==> src/rtl/ff_seq_ctrl.sv <==
// ff_seq_ctrl: sequenced 3-bit counter controller with up, down and optional
// Gray coding, hold/stop control and a programmable number of wraps per run.
// Optional feature: define FF_SEQ_GRAY_EN to let MODE=2'b10 select Gray output;
// without it MODE=2'b10 counts up and no Gray encoder is built.
//
// state    | meaning
// ---------+-----------------------------------------------------------
// ST_IDLE  | waiting for START, count forced to 0
// ST_RUN   | counter advances once per clock
// ST_HOLD  | counter frozen while HOLD is high
// ST_FIN   | one-cycle completion state after the final wrap
module ff_seq_ctrl (
    input  logic       CLK,
    input  logic       RST_N,
    input  logic       START,
    input  logic       STOP,
    input  logic       HOLD,
    input  logic [1:0] MODE,
    input  logic [2:0] LIMIT,
    input  logic [3:0] CYCLES,
    output logic       Q2,
    output logic       Q1,
    output logic       Q0,
    output logic       BUSY,
    output logic       WRAP,
    output logic       DONE
);

    typedef enum logic [1:0] {
        ST_IDLE = 2'd0,
        ST_RUN  = 2'd1,
        ST_HOLD = 2'd2,
        ST_FIN  = 2'd3
    } state_t;

    localparam logic [1:0] MODE_DOWN = 2'b01;
    localparam logic [1:0] MODE_GRAY = 2'b10;

    state_t      state_q, state_d;
    logic [2:0]  cnt_q, cnt_d;        // binary count (Gray is derived from it)
    logic [3:0]  wcnt_q, wcnt_d;      // wraps completed in this run
    logic [1:0]  mode_q, mode_d;
    logic [2:0]  limit_q, limit_d;
    logic [3:0]  cycles_q, cycles_d;
    logic [2:0]  q_q, q_d;
    logic        busy_q, busy_d;
    logic        wrap_q, wrap_d;
    logic        done_q, done_d;

    logic        down_run;
    logic        at_term;
    logic [2:0]  start_val;
    logic [3:0]  wcnt_inc;

    assign down_run  = (mode_q == MODE_DOWN);
    assign start_val = down_run ? limit_q : 3'd0;
    assign at_term   = down_run ? (cnt_q == 3'd0) : (cnt_q == limit_q);
    assign wcnt_inc  = wcnt_q + 4'd1;

    // Next-state, counter and registered-output logic
    always_comb begin
        state_d  = state_q;
        cnt_d    = cnt_q;
        wcnt_d   = wcnt_q;
        mode_d   = mode_q;
        limit_d  = limit_q;
        cycles_d = cycles_q;
        wrap_d   = 1'b0;
        done_d   = 1'b0;

        case (state_q)
            ST_IDLE: begin
                cnt_d = 3'd0;
                if (START && !STOP) begin
                    state_d  = ST_RUN;
                    mode_d   = MODE;
                    limit_d  = LIMIT;
                    cycles_d = CYCLES;
                    wcnt_d   = 4'd0;
                    cnt_d    = (MODE == MODE_DOWN) ? LIMIT : 3'd0;
                end
            end
            ST_RUN: begin
                if (STOP) begin
                    state_d = ST_IDLE;
                    cnt_d   = 3'd0;
                end else if (HOLD) begin
                    state_d = ST_HOLD;
                end else if (at_term) begin
                    cnt_d  = start_val;
                    wrap_d = 1'b1;
                    if (cycles_q == 4'd0) begin
                        // free-running: wrap count saturates, run continues
                        wcnt_d = (wcnt_q == 4'hF) ? wcnt_q : wcnt_inc;
                    end else begin
                        wcnt_d = wcnt_inc;
                        if (wcnt_inc == cycles_q) begin
                            state_d = ST_FIN;
                            done_d  = 1'b1;
                        end
                    end
                end else begin
                    cnt_d = down_run ? (cnt_q - 3'd1) : (cnt_q + 3'd1);
                end
            end
            ST_HOLD: begin
                if (STOP) begin
                    state_d = ST_IDLE;
                    cnt_d   = 3'd0;
                end else if (!HOLD) begin
                    state_d = ST_RUN;
                end
            end
            ST_FIN: begin
                state_d = ST_IDLE;
                cnt_d   = 3'd0;
            end
            default: begin
                state_d = ST_IDLE;
                cnt_d   = 3'd0;
            end
        endcase

        busy_d = (state_d == ST_RUN) || (state_d == ST_HOLD);

`ifdef FF_SEQ_GRAY_EN
        q_d = (mode_d == MODE_GRAY) ? (cnt_d ^ (cnt_d >> 1)) : cnt_d;
`else
        q_d = cnt_d;
`endif
    end

    // State, configuration and output registers with synchronous reset
    always_ff @(posedge CLK) begin
        if (!RST_N) begin
            state_q  <= ST_IDLE;
            cnt_q    <= 3'd0;
            wcnt_q   <= 4'd0;
            mode_q   <= 2'd0;
            limit_q  <= 3'd0;
            cycles_q <= 4'd0;
            q_q      <= 3'd0;
            busy_q   <= 1'b0;
            wrap_q   <= 1'b0;
            done_q   <= 1'b0;
        end else begin
            state_q  <= state_d;
            cnt_q    <= cnt_d;
            wcnt_q   <= wcnt_d;
            mode_q   <= mode_d;
            limit_q  <= limit_d;
            cycles_q <= cycles_d;
            q_q      <= q_d;
            busy_q   <= busy_d;
            wrap_q   <= wrap_d;
            done_q   <= done_d;
        end
    end

    assign Q2   = q_q[2];
    assign Q1   = q_q[1];
    assign Q0   = q_q[0];
    assign BUSY = busy_q;
    assign WRAP = wrap_q;
    assign DONE = done_q;

endmodule

==> config.mk <==
export PLATFORM = sky130hd
export DESIGN_NAME = ff_seq_ctrl
export DESIGN_NICKNAME = d
export VERILOG_FILES = /design/src/rtl/ff_seq_ctrl.sv
export SDC_FILE = /design/constraint.sdc
export NUM_CORES = 1
export LEC_CHECK = 0
export ABC_CLOCK_PERIOD_IN_PS = 2750
export CAP_MARGIN = 20
export CELL_PAD_IN_SITES_DETAIL_PLACEMENT = 0
export CELL_PAD_IN_SITES_GLOBAL_PLACEMENT = 1
export CORE_MARGIN = 8
export CORE_UTILIZATION = 40
export CTS_CLUSTER_DIAMETER = 120
export CTS_CLUSTER_SIZE = 40
export DETAILED_ROUTE_END_ITERATION = 10
export PLACE_DENSITY_LB_ADDON = 0.1
export SLEW_MARGIN = 20
export SYNTH_ARGS = -nofsm -noshare
export SYNTH_HDL_FRONTEND = slang
export SYNTH_SLANG_ARGS = --single-unit
==> constraint.sdc <==
create_clock -name CLK -period 2.75 [get_ports CLK]
set_input_delay 0.825 -clock CLK [delete_from_list [all_inputs] [get_ports CLK]]
set_output_delay 0.825 -clock CLK [all_outputs]
set_load 0.03 [all_outputs]
==> out/metrics.yaml <==
power:
  clkPwrFrac_pct: 27.0
  power_frac_seq_pct: 55.5
  power.density_nw_per_um2: 420
  p_total_w: 0.000586
  p_leak_nw: 0.509
  ir_drop_v: 0.000397
  p_sw_share_pct: 28.5
  combPwrFrac_pct: 17.6
  p_switching_w: 0.000167
  internal-power_w: 0.000419
yosys:
  syn_nets: 150
  synthesis.area_um2: 1130
  ys.warnings.count: 0
  synth_top_cell_by_area: "dfxtp_1"
  synth_top_cell_area_share_pct: 37.3
  avgSynthCellArea_um2: 8.40
  synth_seq_area_share_pct: 37.3
  async_flop_share_pct: 0
  synth-edff-count: 0
  synth_area_leaders: "dfxtp_1 (37%), nand2_1 (9.7%), xnor2_1 (7.0%), a21oi_1 (5.3%), nand2b_1 (2.8%)"
  ys_types: 35
  ys_ff_latch: 21
  synth_cells: 134
  synth_flop_cell: "dfxtp_1"
timing:
  slew_headroom_pct: 72.8
  rsz0062_at_grt: "false"
  skew_ns: 0.00647
  hold_viol: 0
  worst_pin_slew_ns: 0.405
  finalCritPeriodShare_pct: 86.8
  setup_violations: 0
  fmax_mhz: 419
  slew_viol_final: 0
  fin_setup_tns_ns: 0
  fin_hold_ws_ns: 0.462
  min_period_ns: 2.39
placed_design:
  dpl.cell_count: 184
  placed_area_um2: 1370
  place.gp.congestion: 0.812
  dp_hpwl_um: 2100
  portBuffers: 19
clock_tree:
  cts_buffer_depth: 2
  post_cts_buffers: 0
  insertion_delay_ns: 0.31
  cts_tree: "yes"
  cts-resized-gates: 0
  cts_buffers: 3
  root_buffer: "clkbuf_4"
  cts_num_sinks: 21
  postCtsHoldBufs: 0
  clk_pin_slew_ns: 0.13
  htree_levels: 1
grt:
  grt_pass1_vias: 1035
  grt_pass1_wl_um: 4770
  antenna_found_initial: 0
  grt_usage_pct: 11.6
  grt_max_degree: 14
  grt_overflow_total: 0
layout:
  design_area_um2: 1400
  drive_gt1_share_pct: 8.92
  diodes: 0
  final_common_cell: "nand2_1"
  final_cell_mix: "nand2_1 (29), dfxtp_1 (21), clkdlybuf4s50_1 (19), a21oi_1 (12), xnor2_1 (9)"
  stdcell_count: 188
  fin_nets: 174
  area_growth_syn_to_layout_pct: 24.0
worst_setup_path:
  path_max_fanout: 6
  cp_cell_sequence: "clkdlybuf4s50_1"
  critPathLaunchType: "flop"
  path_class: "reg2out"
  critical_path_buf_inv_count: 1
  end_kind: "output port"
  worstReg2RegStart: "mode_q[1]"
  crit_path_max_incr_delay_ns: 0.73
  critPathTopFamily: "buffers and inverters"
  crit_required_ns: 1.93
  slowest_stage: "clkdlybuf4s50_1"
  worstPathArrival_ns: 1.56
  critPathLaunch: "q_q[0]"
drt:
  drt_iter0_markers: 56
  detailroute.via_count: 1030
  dr.pass1.iters: 4
  ant_nets: 0
  wl_per_cell_um: 14.0
  vias_per_cell: 5.48
  drcViolationCount: 0
  totalWireLength_um: 2640
hold_path:
  worstHoldStart: "mode_q[1]"
  hold_class: "reg2reg"
floorplanning:
  fp.dieW_um: 69.1
  core_um2: 2710
  fp-row-count: 19
  start_util_pct: 41.6
  die-area_um2: 4770
  ioPinCount: 20
  die_h_um: 69.1
outcome:
  outcome: "completed"
job:
  max-cap-violations: 0
kinds of logic after synthesis:
logic type	count (synthesis)	synth area share [%]
AOI/OAI and AO/OA	32	18.2
xor gates and xnor gates	11	8.56
adders and majority gates	2	2.89
buffers and inverters	10	4.00
DFF	21	37.3
and+or+nand+nor	58	29.0
cell type report:
| class | instances | area (um2) |
|---|---|---|
| clock buffer | 3 | 22.5 |
| clock inverter | 1 | 7.51 |
| fill | 272 | 1310 |
| inverter | 5 | 18.8 |
| multi-input combinational | 103 | 661 |
| sequential | 21 | 420 |
| tap | 31 | 38.8 |
| timing repair buffer | 24 | 228 |
cell usage after synthesis (2+ instances only):
master and n:
nand2_1 29, dfxtp_1 21, a21oi_1 12, xnor2_1 9
inv_1 5, nand2b_1 5, nand4_1 5, o22ai_1 5
clkbuf_1 4, nor2_1 4, o21ai_0 4, nand3b_1 3
a31o_2 2, and3_1 2, nor4_1 2, o21a_1 2
xor2_1 2
per-layer routing:
metal | up-vias | part of all wire, % | global-route usage [%]
met1 | 489 | 47 | 13.7
met5 | - | 0 | 0
li1 | 523 | - | -
met4 | 0 | 0.76 | 2.73
met2 | 16 | 49 | 19.6
met3 | 2 | 3.2 | 4.01
sequential cells by signal, summed over array words and instances (netlist names), 2 cells and up:
register and cells:
wcnt_q 4, limit_q 3, q_q 3, mode_q 2
cycles_q 4, state_q 2
final timing paths:
check                   end  cells past startpoint  slack [ns]
setup / recovery         Q0                      1        0.36
hold / removal    mode_q[1]                      2        0.46
setup reg to reg     q_q[2]                      7        0.86
hold reg to reg   mode_q[1]                      2        0.46
power by group through the flow:
stage / Sequential [W] / Combinational (W) / Clock (W)
after floorplan: 0.000334 / 0.0000578 / 0
after global placement: 0.000332 / 0.000103 / 0
after detailed placement: 0.000332 / 0.000103 / 0
after CTS: 0.000325 / 0.000104 / 0.000166
after global routing: 0.000327 / 0.000114 / 0.000183
final: 0.000325 / 0.000103 / 0.000158
metrics by stage:
stage          util [%]  setup WS [ns]
2_1_floorplan         -          0.736
3_5_place_dp       50.4          0.222
3_3_place_gp       50.4          0.291
4_1_cts            51.5          0.346
6_report           51.5          0.363
5_1_grt            51.5          0.268
No activity file was read; power rests on OpenSTA's default activity.
